$ cat config.mk
export PLATFORM = sky130hd
export DESIGN_NAME = button_test_led
export DESIGN_NICKNAME = d
export VERILOG_FILES = /design/src/rtl/button_test_led.sv
export SDC_FILE = /design/constraint.sdc
export NUM_CORES = 1
export LEC_CHECK = 0
export ABC_CLOCK_PERIOD_IN_PS = 1900
export CAP_MARGIN = 20
export CORE_MARGIN = 5
export CORE_UTILIZATION = 30
export CTS_BUF_LIST = sky130_fd_sc_hd__clkbuf_8
export CTS_CLUSTER_SIZE = 28
export DETAILED_ROUTE_END_ITERATION = 7
export DONT_BUFFER_PORTS = 1
export GPL_TIMING_DRIVEN = 0
export PLACE_DENSITY = 0.42
export SLEW_MARGIN = 20
export SYNTH_ARGS = -nofsm -noshare
export SYNTH_HDL_FRONTEND = slang
export SYNTH_SLANG_ARGS = --single-unit
export TNS_END_PERCENT = 30
$ cat constraint.sdc
create_clock -name pin_clk_12mhz -period 1.9 [get_ports pin_clk_12mhz]
set_clock_uncertainty 0.15 [all_clocks]
set_input_delay 0.475 -clock pin_clk_12mhz [delete_from_list [all_inputs] [get_ports pin_clk_12mhz]]
set_output_delay 0.475 -clock pin_clk_12mhz [all_outputs]
set_load 0.01 [all_outputs]
$ cat src/rtl/button_test_led.sv
// Debounced push-button RGB colour selector: OFF -> GREEN -> RED -> BLUE -> OFF per accepted press.
// Optional BUTTON_LONG_PRESS_EN: holding the button for LONG_PRESS_CYCLES forces the LED back to OFF.
module button_test_led #(
    parameter int DEBOUNCE_CYCLES   = 120000,
    parameter int LONG_PRESS_CYCLES = 12000000
) (
    input  logic pin_clk_12mhz,
    input  logic pin_rst_n,
    input  logic pin_user_sw,
    output logic green,
    output logic red,
    output logic blue
);

    localparam int DB_W = $clog2(DEBOUNCE_CYCLES + 1);

    typedef enum logic [1:0] {
        ST_OFF   = 2'd0,
        ST_GREEN = 2'd1,
        ST_RED   = 2'd2,
        ST_BLUE  = 2'd3
    } state_t;

    logic            sw_meta_r;
    logic            sw_sync_r;
    logic            db_r;
    logic            db_d_r;
    logic [DB_W-1:0] db_cnt_r;
    logic            press_r;
    logic            long_fire_s;
    state_t          state_r;
    state_t          adv_s;
    state_t          state_next_s;
    logic [2:0]      led_r;

    // LED pattern {green, red, blue} for a colour state
    function automatic logic [2:0] led_decode(input state_t s);
        logic [2:0] leds;
        case (s)
            ST_OFF:   leds = 3'b000;
            ST_GREEN: leds = 3'b100;
            ST_RED:   leds = 3'b010;
            ST_BLUE:  leds = 3'b001;
            default:  leds = 3'b000;
        endcase
        return leds;
    endfunction

    // Two-stage synchroniser; idles released (high)
    always_ff @(posedge pin_clk_12mhz or negedge pin_rst_n) begin
        if (!pin_rst_n) begin
            sw_meta_r <= 1'b1;
            sw_sync_r <= 1'b1;
        end else begin
            sw_meta_r <= pin_user_sw;
            sw_sync_r <= sw_meta_r;
        end
    end

    // Debouncer: level follows sw_sync only after DEBOUNCE_CYCLES consecutive differing cycles
    always_ff @(posedge pin_clk_12mhz or negedge pin_rst_n) begin
        if (!pin_rst_n) begin
            db_r     <= 1'b1;
            db_cnt_r <= {DB_W{1'b0}};
        end else if (sw_sync_r == db_r) begin
            db_cnt_r <= {DB_W{1'b0}};
        end else if (db_cnt_r == DB_W'(DEBOUNCE_CYCLES - 1)) begin
            db_r     <= sw_sync_r;
            db_cnt_r <= {DB_W{1'b0}};
        end else begin
            db_cnt_r <= db_cnt_r + DB_W'(1);
        end
    end

    // Press pulse on debounced falling edge only
    always_ff @(posedge pin_clk_12mhz or negedge pin_rst_n) begin
        if (!pin_rst_n) begin
            db_d_r  <= 1'b1;
            press_r <= 1'b0;
        end else begin
            db_d_r  <= db_r;
            press_r <= db_d_r & ~db_r;
        end
    end

`ifdef BUTTON_LONG_PRESS_EN
    localparam int HOLD_W = $clog2(LONG_PRESS_CYCLES + 1);
    logic [HOLD_W-1:0] hold_cnt_r;

    // Saturating hold counter, cleared whenever the button is debounced-released
    always_ff @(posedge pin_clk_12mhz or negedge pin_rst_n) begin
        if (!pin_rst_n) begin
            hold_cnt_r <= {HOLD_W{1'b0}};
        end else if (db_r) begin
            hold_cnt_r <= {HOLD_W{1'b0}};
        end else if (hold_cnt_r != HOLD_W'(LONG_PRESS_CYCLES)) begin
            hold_cnt_r <= hold_cnt_r + HOLD_W'(1);
        end else begin
            hold_cnt_r <= hold_cnt_r;
        end
    end

    // Fires on the single cycle the counter reaches its limit, so only once per press
    assign long_fire_s = ~db_r & (hold_cnt_r == HOLD_W'(LONG_PRESS_CYCLES - 1));
`else
    assign long_fire_s = 1'b0;
`endif

    // Colour FSM next-state logic
    always_comb begin
        adv_s        = ST_OFF;
        state_next_s = state_r;
        case (state_r)
            ST_OFF:   adv_s = ST_GREEN;
            ST_GREEN: adv_s = ST_RED;
            ST_RED:   adv_s = ST_BLUE;
            ST_BLUE:  adv_s = ST_OFF;
            default:  adv_s = ST_OFF;
        endcase
        if (long_fire_s) begin
            state_next_s = ST_OFF;
        end else if (press_r) begin
            state_next_s = adv_s;
        end else begin
            state_next_s = state_r;
        end
    end

    // State and LED registers; LEDs load the decode of the next state so they always mirror state_r
    always_ff @(posedge pin_clk_12mhz or negedge pin_rst_n) begin
        if (!pin_rst_n) begin
            state_r <= ST_OFF;
            led_r   <= 3'b000;
        end else begin
            state_r <= state_next_s;
            led_r   <= led_decode(state_next_s);
        end
    end

    assign green = led_r[2];
    assign red   = led_r[1];
    assign blue  = led_r[0];

endmodule

# Word level (Yosys, flattened, before mapping)
# Index checks and enable logic that the tools add are counted.
[totals]
reg_bits = 27
in_bits = 3
output_inout_bits = 3
elab_cells = 28
[op_classes]
n_addsub = 1
eq_ne = 8
mux = 5
bitwise = 3
reduce_logical = 3
[ops]
columns = ["op", "count"]
rows = [
  ["two-way mux 17 bit", 2],
  ["adder 17 x 1 -> 17 bit, second input constant", 1],
  ["equality test 17 bit, second input constant", 1],
  ["case mux 3 bit (4 select lines)", 1],
  ["equality test 2 bit, second input constant", 4],
  ["case mux 2 bit (4 select lines)", 1],
  ["equality test 2 x 1 -> 1 bit, second input constant", 2],
  ["zero test 2 bit", 2],
  ["two-way mux 2 bit", 1],
  ["inverter 1 bit", 2],
  ["AND reduction 2 bit", 1],
  ["bitwise AND 1 bit", 1],
  ["equality test 1 bit", 1],
]

# Logic depth before layout (Yosys ltp)
# Gate-level depths: netlist of the first run.
[logic_depth]
depth_word = 5
mapped_depth = 6
ltp_nobuf = 6

# Least setup slack after synthesis of the first run
# No wires, ideal clock.
[synth_path]
path_type = "flip-flop to flip-flop"
startpoint = "reg db_cnt_r[6]"
endpoint = "reg db_cnt_r[10]"
setup_time_ns = 0.119
arrival_time_ns = 1.804
required_ns = 1.631
path_slack_ns = -0.173
stages_incl_launch_ff = 6
path_buffers = 1
period_less_slack_ns = 2.073
cell_sequence = "dfrtp_1 nand4bb_1 or4_4 o41ai_4 buf_6 nor2_1"
[synth_between]
elab_chain_len = 3
elab_cells_between_ends = 4
cone_classes = "add/sub: 1; eq/ne: 1; mux: 2"
[synth_lines]
columns = ["item", "line", "text"]
rows = [
  ["start, declared", "28", "logic [DB_W-1:0] db_cnt_r;"],
  ["start signal, assigned", "64", "db_cnt_r <= {DB_W{1'b0}};"],
  ["start signal, assigned", "66", "db_cnt_r <= {DB_W{1'b0}};"],
  ["start signal, assigned", "69", "db_cnt_r <= {DB_W{1'b0}};"],
  ["adder 17 x 1 -> 17 bit or equality test 17 bit (tied branches)", "71, 67", ""],
  ["two-way mux 17 bit *", "67", "end else if (db_cnt_r == DB_W'(DEBOUNCE_CYCLES - 1)) begin"],
  ["two-way mux 17 bit *", "65", "end else if (sw_sync_r == db_r) begin"],
]
# Mark *: on every way between the ends. The rest lies on a longest branch, timed or not.
# A chain may end at the register's enable or synchronous reset.

# Worst setup path in the final report of the first run
[layout_path]
startpoint = "reg db_cnt_r[8]"
endpoint = "reg db_cnt_r[3]"
[layout_between]
elab_chain_len = 3
[layout_lines]
columns = ["item", "line"]
rows = [
  ["equality test 17 bit", "67"],
  ["two-way mux 17 bit", "67"],
  ["two-way mux 17 bit", "65"],
]
# Every way passes these cells.

==> impl_metrics.xml, run 1 <==
<?xml version="1.0" encoding="UTF-8"?>
<metrics>
  <group name="floorplanning">
    <metric name="design.die.area" unit="um^2">5442</metric>
    <metric name="std_cell_rows" unit="">23</metric>
    <metric name="start_util" unit="%">30.72</metric>
    <metric name="floorplan.core_area" unit="um^2">3971</metric>
    <metric name="die_w" unit="um">73.77</metric>
    <metric name="ios" unit="">6</metric>
    <metric name="fp.dieH" unit="um">73.77</metric>
  </group>
  <group name="critical_path">
    <metric name="worst-r2r-cell-count" unit="">5</metric>
    <metric name="timing.reg2reg.setup_slack" unit="ns">-0.05</metric>
    <metric name="cp_num_buf_inv" unit="">1</metric>
    <metric name="critical-path-max-stage-delay" unit="ns">0.46</metric>
    <metric name="cell_type_of_the_slowest_stage_on_the_worst_timing_path" unit="">or4_4</metric>
    <metric name="required_time_at_the_worst_slack_endpoint" unit="ns">1.92</metric>
    <metric name="top_delay_family_on_crit_path" unit="">simple AND/OR/NAND/NOR gates</metric>
    <metric name="cp_cell_sequence" unit="">nand4bb_1, or4_4, o41ai_4, buf_4, nor2_1</metric>
    <metric name="setup.worst_path.end_class" unit="">register</metric>
    <metric name="r2r_start" unit="">db_cnt_r[8]$_DFF_PN0_</metric>
    <metric name="criticalPathCategory" unit="">register to register</metric>
    <metric name="worstReg2RegEnd" unit="">db_cnt_r[3]$_DFF_PN0_</metric>
    <metric name="crit_arrival" unit="ns">1.97</metric>
    <metric name="cp_max_fo" unit="">6</metric>
    <metric name="worstSetupStartpointType" unit="">register</metric>
  </group>
  <group name="sta">
    <metric name="period_share" unit="%">102.5</metric>
    <metric name="finalHoldViolations" unit="">0</metric>
    <metric name="worstMarginPinSlew" unit="ns">0.3510</metric>
    <metric name="postLayoutSetupSlackWorst" unit="ns">-0.04762</metric>
    <metric name="worst_slew_margin_relative_to_its_limit" unit="%">76.39</metric>
    <metric name="unrepaired_setup_endpoints_after_global_routing" unit="">yes</metric>
    <metric name="maxClockFrequency" unit="MHz">513.4</metric>
    <metric name="tns" unit="ns">-0.5422</metric>
    <metric name="final_setup_vio_count" unit="">17</metric>
    <metric name="final_max_slew_viol_count" unit="">0</metric>
    <metric name="final_period_minus_worst_setup_slack" unit="ns">1.948</metric>
  </group>
  <group name="synthesis">
    <metric name="postSynthAreaPerCell" unit="um^2">10.89</metric>
    <metric name="synth.yosys.warnings" unit="">0</metric>
    <metric name="count_of_state_elements_after_synthesis" unit="">27</metric>
    <metric name="synthesis.nets" unit="">118</metric>
    <metric name="synth_cell_types" unit="">23</metric>
    <metric name="synthCells" unit="">112</metric>
    <metric name="netlist_area" unit="um^2">1220</metric>
    <metric name="seq_area_frac_synth" unit="%">55.79</metric>
  </group>
  <group name="clock_network">
    <metric name="worst_skew_pair.late_latency" unit="ns">0.27</metric>
    <metric name="cts_tree" unit="">yes</metric>
    <metric name="tritoncts.num_buffers" unit="">3</metric>
    <metric name="cts.path.max_buffers" unit="">2</metric>
    <metric name="ctsRootBufferMaster" unit="">clkbuf_8</metric>
    <metric name="numClockSinks" unit="">27</metric>
    <metric name="path_clk_slew" unit="ns">0.09</metric>
    <metric name="htree_levels" unit="">1</metric>
  </group>
  <group name="run_status">
    <metric name="failed_checks" unit="">negative setup slack</metric>
    <metric name="outcome" unit="">finished, violations left</metric>
  </group>
  <group name="cells_and_area">
    <metric name="layout_common_cells" unit="">23 x nor2_1, 22 x dfrtp_1, 11 x xnor2_1, 7 x inv_1, 7 x nand3_1</metric>
    <metric name="final_common_cell" unit="">nor2_1</metric>
    <metric name="layout.nets" unit="">128</metric>
    <metric name="final-instance-count-excl-fill" unit="">171</metric>
    <metric name="synthToLayoutAreaGrowth" unit="%">13.85</metric>
    <metric name="diode_count" unit="">0</metric>
    <metric name="drive_gt1_share" unit="%">16.53</metric>
  </group>
  <group name="placed_design">
    <metric name="placed_cells_incl_taps" unit="">162</metric>
    <metric name="detailedPlace.worstSlack" unit="ns">-0.3102</metric>
    <metric name="place.port_buffers" unit="">0</metric>
    <metric name="routability_congestion_estimate" unit="">0.7558</metric>
    <metric name="post-dp-hpwl" unit="mm">1.459</metric>
  </group>
  <group name="pwr">
    <metric name="overall_power_consumption" unit="mW">0.9593</metric>
    <metric name="cellLeakagePower" unit="nW">0.5928</metric>
    <metric name="power_density" unit="nW/um^2">690.7</metric>
    <metric name="ir_worst_vdd" unit="mV">0.2841</metric>
  </group>
  <group name="global_route">
    <metric name="grt_pass1_vias" unit="">806</metric>
    <metric name="grt_antenna_before_repair" unit="">0</metric>
    <metric name="track_usage" unit="%">8.849</metric>
    <metric name="grt.met1_usage" unit="%">10.57</metric>
    <metric name="met2_usage" unit="%">14.57</metric>
    <metric name="grt_max_degree" unit="">28</metric>
    <metric name="grt_overflow_total" unit="">0</metric>
    <metric name="first_pass_grt_wire_length" unit="mm">3.615</metric>
    <metric name="top_usage_layer" unit="">met2</metric>
    <metric name="grtUsageMet3" unit="%">2.052</metric>
  </group>
  <group name="worst_hold_path">
    <metric name="timing.hold.worst.class" unit="">primary input to register</metric>
    <metric name="holdPathEnd" unit="">sw_meta_r$_DFF_PN1_</metric>
    <metric name="hold_start" unit="">pin_user_sw</metric>
    <metric name="timing.hold.worst_path_depth" unit="">0</metric>
  </group>
  <group name="detailed_routing">
    <metric name="postRouteAntennaNets" unit="">0</metric>
    <metric name="routed_wl" unit="mm">2.117</metric>
    <metric name="residual_drc_count" unit="">0</metric>
    <metric name="via_count" unit="">797</metric>
    <metric name="detail_route.first_pass.iterations" unit="">4</metric>
    <metric name="drt_iter0_drc" unit="">19</metric>
    <metric name="wire_per_inst" unit="um">12.38</metric>
    <metric name="vias_per_cell" unit="">4.661</metric>
  </group>
  <group name="job">
    <metric name="cap_violations" unit="">0</metric>
  </group>
</metrics>
-- kinds of logic after synthesis --
family,count (synthesis),synth area share (%)
buf+inv,8,3.077
compound gates,3,3.488
simple gates,54,22.15
flops,27,55.79
mux,1,0.9230
fa+ha+maj,3,3.077
xor+xnor,16,11.49
-- layout make-up --
cell class,instances,area [um^2]
plain buffers,1,11.26
multi-input cells,77,508.0
clock inverters,1,5.005
clock buffers,3,41.29
well taps,50,62.56
flip-flops and latches,27,681.9
repair buffers,5,52.55
inverters,7,26.28
fillers,407,2582
-- through the flow --
step	instance area [um^2]	hold WS, ns	utilization, %
6_report	1389	0.03773	34.97
5_1_grt	1389	0.01986	34.97
4_1_cts	1383	0.02740	34.81
3_5_place_dp	1282	0.03029	32.29
3_3_place_gp	1282	0.03031	32.29
2_1_floorplan	1220	0.02941	-
-- worst max-delay path by stage --
stage,slack [ns],end,depth (start not counted),start
3_5_place_dp,-0.31,db_cnt_r[13]$_DFF_PN0_,5,db_cnt_r[8]$_DFF_PN0_
4_1_cts,-0.09,db_cnt_r[3]$_DFF_PN0_,5,db_cnt_r[8]$_DFF_PN0_
6_report,-0.05,db_cnt_r[3]$_DFF_PN0_,5,db_cnt_r[8]$_DFF_PN0_
2_1_floorplan,-0.07,db_cnt_r[15]$_DFF_PN0_,5,db_cnt_r[8]$_DFF_PN0_
5_1_grt,-0.11,db_cnt_r[6]$_DFF_PN0_,5,db_cnt_r[8]$_DFF_PN0_
3_3_place_gp,-0.30,db_cnt_r[14]$_DFF_PN0_,5,db_cnt_r[8]$_DFF_PN0_
-- where the power goes --
group / leakage [nW] / switching [mW] / internal (mW) / total (mW)
combinational: 0.208 / 0.0235 / 0.0162 / 0.0397
clock: 0.0255 / 0.182 / 0.147 / 0.330
sequential: 0.359 / 0.00648 / 0.583 / 0.590
-- routing by layer --
layer,wire length [um],part of all wire (%),vias to the layer above
li1,-,-,393
met1,991,47,392
met2,1016,48,7
met3,56,2.6,5
met4,53,2.5,0
met5,0,0,-
-- synth_stat cells --
cell / count / area, um^2
dfrtp_1: 23 / 575.6
or2b_2: 1 / 8.760
dfstp_2: 4 / 105.1
nor3_1: 4 / 20.02
nand4_1: 5 / 31.28
mux2_2: 1 / 11.26
nor4_1: 5 / 31.28
nor2b_1: 1 / 6.260
ha_1: 3 / 37.54
nand4bb_1: 1 / 11.26
or4_4: 1 / 11.26
nor2_1: 23 / 86.33
buf_6: 1 / 11.26
o21a_1: 1 / 7.510
xor2_1: 5 / 43.79
nand3_1: 7 / 35.03
inv_1: 7 / 26.28
o41ai_4: 1 / 27.53
and3_2: 1 / 7.510
nand2_1: 4 / 15.01
a21o_1: 1 / 7.510
and3_1: 1 / 6.260
xnor2_1: 11 / 96.34
-- repair_timing --
action,4_1_cts,5_1_grt
hold endpoints to repair,27,0
pin swaps,4,2
gates resized for setup,1,1
endpoints found under the setup margin,18,17
hold buffers,2,0
gates cloned,0,0
buffers inserted,3,0
-- registers in the layout (all words and copies together) (netlist names) --
name	flops
db_cnt_r	17
led_r	3
state_r	2
db_d_r	1
db_r	1
press_r	1
sw_meta_r	1
sw_sync_r	1
Power figures use the tool's default switching activity.
==> run 2, diff against run 1 <==
--- a/config.mk
+++ b/config.mk
@@ -5,6 +5,7 @@
 export SDC_FILE = /design/constraint.sdc
 export NUM_CORES = 1
 export LEC_CHECK = 0
+export ABC_AREA = 1
 export ABC_CLOCK_PERIOD_IN_PS = 1900
 export CAP_MARGIN = 20
 export CORE_MARGIN = 5
@@ -14,6 +15,7 @@
 export DETAILED_ROUTE_END_ITERATION = 7
 export DONT_BUFFER_PORTS = 1
 export GPL_TIMING_DRIVEN = 0
+export MAX_ROUTING_LAYER = met4
 export PLACE_DENSITY = 0.42
 export SLEW_MARGIN = 20
 export SYNTH_ARGS = -nofsm -noshare
==> impl_metrics.xml, run 2 <==
<?xml version="1.0" encoding="UTF-8"?>
<metrics>
  <group name="clock_network">
    <metric name="numClockSinks" unit="">27</metric>
    <metric name="cts.path.max_buffers" unit="">2</metric>
    <metric name="ctsRootBufferMaster" unit="">clkbuf_8</metric>
    <metric name="path_clk_slew" unit="ns">0.10</metric>
    <metric name="worst_skew_pair.late_latency" unit="ns">0.28</metric>
    <metric name="htree_levels" unit="">1</metric>
    <metric name="cts_tree" unit="">yes</metric>
    <metric name="tritoncts.num_buffers" unit="">3</metric>
  </group>
  <group name="synthesis">
    <metric name="synth.yosys.warnings" unit="">0</metric>
    <metric name="post_synth_fa_ha_maj_area_fraction" unit="%">2.686</metric>
    <metric name="synth_top_family_by_area" unit="">simple AND/OR/NAND/NOR gates</metric>
    <metric name="synth_simple_gate_area_share" unit="%">34.02</metric>
    <metric name="synth_edf_count" unit="">0</metric>
    <metric name="synth_compound_area_share" unit="%">4.029</metric>
    <metric name="synth_cell_types" unit="">23</metric>
    <metric name="count_of_state_elements_after_synthesis" unit="">27</metric>
    <metric name="synth-main-ff-cell" unit="">dfrtp_1</metric>
    <metric name="synthMostInstantiatedCell" unit="">nor2_1</metric>
    <metric name="asyncSetResetFlopFracSynth" unit="%">100.0</metric>
    <metric name="netlist_area" unit="um^2">1398</metric>
    <metric name="synth_top_cell_by_area" unit="">dfrtp_1</metric>
    <metric name="synth_commonest_cells" unit="">34 x nor2_1, 31 x nand2_1, 23 x dfrtp_1</metric>
    <metric name="synthXorXnorAreaFrac" unit="%">4.387</metric>
    <metric name="muxShareOfSynthArea" unit="%">0</metric>
    <metric name="postSynthAreaPerCell" unit="um^2">8.470</metric>
    <metric name="synthCells" unit="">165</metric>
    <metric name="netlist.area_leader.share" unit="%">41.18</metric>
    <metric name="seq_area_frac_synth" unit="%">48.70</metric>
    <metric name="ys_top_cells_by_area" unit="">dfrtp_1 41%, nor2_1 9.1%, nand2_1 8.3%</metric>
    <metric name="synthesis.nets" unit="">171</metric>
  </group>
  <group name="detailed_routing">
    <metric name="residual_drc_count" unit="">0</metric>
    <metric name="drt_iter0_drc" unit="">47</metric>
    <metric name="via_count" unit="">1007</metric>
    <metric name="vias_per_cell" unit="">4.516</metric>
    <metric name="routed_wl" unit="mm">2.730</metric>
    <metric name="postRouteAntennaNets" unit="">0</metric>
    <metric name="detail_route.first_pass.iterations" unit="">4</metric>
    <metric name="wire_per_inst" unit="um">12.24</metric>
  </group>
  <group name="cells_and_area">
    <metric name="largest_registers" unit="">db_cnt_r: 17 flops, led_r: 3 flops, state_r: 2 flops</metric>
    <metric name="layout_common_cells" unit="">34 x nor2_1, 31 x nand2_1, 23 x dfrtp_1, 20 x inv_1</metric>
    <metric name="layout.core_utilization" unit="%">34.68</metric>
    <metric name="largest_register_ff_count" unit="">17</metric>
    <metric name="drive_gt1_share" unit="%">15.79</metric>
    <metric name="final_common_cell" unit="">nor2_1</metric>
    <metric name="registers.top_by_ff_count" unit="">db_cnt_r</metric>
    <metric name="synthToLayoutAreaGrowth" unit="%">10.30</metric>
    <metric name="layout.nets" unit="">178</metric>
    <metric name="n_fill_cell" unit="">481</metric>
    <metric name="diode_count" unit="">0</metric>
    <metric name="finalInstanceArea" unit="um^2">1541</metric>
  </group>
  <group name="floorplanning">
    <metric name="fp.dieH" unit="um">78.26</metric>
    <metric name="ios" unit="">6</metric>
    <metric name="die_w" unit="um">78.26</metric>
    <metric name="std_cell_rows" unit="">24</metric>
    <metric name="start_util" unit="%">31.45</metric>
    <metric name="design.die.area" unit="um^2">6124</metric>
    <metric name="floorplan.core_area" unit="um^2">4444</metric>
  </group>
  <group name="critical_path">
    <metric name="crit_arrival" unit="ns">1.64</metric>
    <metric name="criticalPathCategory" unit="">register to register</metric>
    <metric name="cp_max_fo" unit="">10</metric>
    <metric name="worstSetupStartpointType" unit="">register</metric>
    <metric name="worst-r2r-cell-count" unit="">7</metric>
    <metric name="worstReg2RegEnd" unit="">db_cnt_r[15]$_DFF_PN0_</metric>
    <metric name="timing.reg2reg.setup_slack" unit="ns">0.28</metric>
    <metric name="setup.worst_path.end_class" unit="">register</metric>
    <metric name="r2r_start" unit="">db_cnt_r[0]$_DFF_PN0_</metric>
    <metric name="required_time_at_the_worst_slack_endpoint" unit="ns">1.93</metric>
  </group>
  <group name="worst_hold_path">
    <metric name="hold_start" unit="">pin_user_sw</metric>
    <metric name="timing.hold.worst.class" unit="">primary input to register</metric>
    <metric name="holdPathEnd" unit="">sw_meta_r$_DFF_PN1_</metric>
    <metric name="timing.hold.worst_path_depth" unit="">0</metric>
  </group>
  <group name="sta">
    <metric name="final_period_minus_worst_setup_slack" unit="ns">1.619</metric>
    <metric name="worstMarginPinSlew" unit="ns">0.3273</metric>
    <metric name="tns" unit="ns">0</metric>
    <metric name="unrepaired_setup_endpoints_after_global_routing" unit="">no</metric>
    <metric name="final_max_slew_viol_count" unit="">0</metric>
    <metric name="final_setup_vio_count" unit="">0</metric>
    <metric name="period_share" unit="%">85.23</metric>
    <metric name="maxClockFrequency" unit="MHz">617.5</metric>
    <metric name="finalHoldViolations" unit="">0</metric>
    <metric name="worst_slew_margin_relative_to_its_limit" unit="%">77.95</metric>
  </group>
  <group name="placed_design">
    <metric name="routability_congestion_estimate" unit="">0.8449</metric>
    <metric name="post-dp-hpwl" unit="mm">2.043</metric>
    <metric name="place_area" unit="um^2">1463</metric>
    <metric name="place.port_buffers" unit="">0</metric>
  </group>
  <group name="global_route">
    <metric name="grt_pass1_vias" unit="">1031</metric>
    <metric name="grt_max_degree" unit="">28</metric>
    <metric name="grt_antenna_before_repair" unit="">0</metric>
    <metric name="first_pass_grt_wire_length" unit="mm">4.933</metric>
    <metric name="grt_overflow_total" unit="">0</metric>
    <metric name="track_usage" unit="%">10.60</metric>
  </group>
  <group name="pwr">
    <metric name="ir_worst_vdd" unit="mV">0.1855</metric>
    <metric name="cellLeakagePower" unit="nW">0.6219</metric>
    <metric name="power_density" unit="nW/um^2">629.3</metric>
  </group>
  <group name="job">
    <metric name="cap_violations" unit="">0</metric>
  </group>
  <group name="run_status">
    <metric name="outcome" unit="">finished clean</metric>
  </group>
</metrics>
## run 2: cell types whose count changed after synthesis, moves of 2 or more
cell	delta
nand2_2	+8
nand2_1	+27
nor2_1	+11
o21bai_1	+2
o21ai_0	+3
nor2_2	+2
o21ai_1	+2
nand4_1	+2
nor4_1	-5
nor2_4	+4
xnor2_1	-10
inv_1	+13
nor3_1	-3
## run 2: cell type report
cell class	instances	area, um^2	area share [%]
Inverter	20	75.07	4.870
Tap cell	52	65.06	4.221
Clock buffer	3	41.29	2.679
Buffer	1	11.26	0.7305
Timing Repair Buffer	2	30.03	1.948
Clock inverter	1	7.507	0.4870
Sequential cell	27	680.7	44.16
Multi-Input combinational cell	117	630.6	40.91
## run 2: through the flow
step                setup WS, ns  power (mW)  hold slack [ns]  instances
floorplan                 0.4744      0.6178          0.02941        165
global placement          0.3122      0.6231          0.03050        217
detailed placement        0.2714      0.6245          0.03075        217
CTS                       0.2590      0.9921          0.02153        223
global route              0.1626       1.024         0.004528        223
finish                    0.2807      0.9700          0.03166        223
## run 2: repair_timing
item	4_1_cts	5_1_grt
resized for setup	0	0
hold endpoints to repair	27	0
setup buffers	0	0
hold buffers	2	0
## run 2: how the worst max path moves through the flow
stage | start | end | cells past startpoint
finish | db_cnt_r[0]$_DFF_PN0_ | db_cnt_r[15]$_DFF_PN0_ | 7
global route | db_cnt_r[0]$_DFF_PN0_ | db_cnt_r[15]$_DFF_PN0_ | 7
CTS | db_cnt_r[0]$_DFF_PN0_ | db_cnt_r[15]$_DFF_PN0_ | 7
detailed placement | db_cnt_r[0]$_DFF_PN0_ | db_cnt_r[15]$_DFF_PN0_ | 7
global placement | db_cnt_r[0]$_DFF_PN0_ | db_cnt_r[12]$_DFF_PN0_ | 7
floorplan | db_cnt_r[0]$_DFF_PN0_ | db_cnt_r[12]$_DFF_PN0_ | 7
## run 2: cell families after synthesis
logic type,count (synthesis)
AO/OA/AOI/OAI,9
XOR/XNOR,7
adder cells (fa/ha/maj),3
flip-flops,27
buffers and inverters,21
AND/OR/NAND/NOR,98
## run 2: report_power, final
part / total [mW] / leakage, nW / internal [mW] / switching, mW
clock: 0.340 / 0.0217 / 0.149 / 0.191
sequential: 0.591 / 0.361 / 0.583 / 0.00768
combinational: 0.0390 / 0.240 / 0.0137 / 0.0253
## run 2: worst max-delay path: stages, from the launching register on
cell,delay [ns]
dfrtp_1,0.42
ha_1,0.28
nand3_4,0.14
nor2_1,0.13
nand3_1,0.08
nand2_1,0.12
buf_6,0.16
nor2_1,0.05
## run 2: routing by layer
metal	up-vias	wire, um	GRT usage, %	share of wire [%]
li1	526	-	-	-
met2	8	1202	15.41	44
met1	468	1427	14.47	52
met3	5	49	1.716	1.8
met5	-	0	-	0
met4	0	51	4.895	1.9
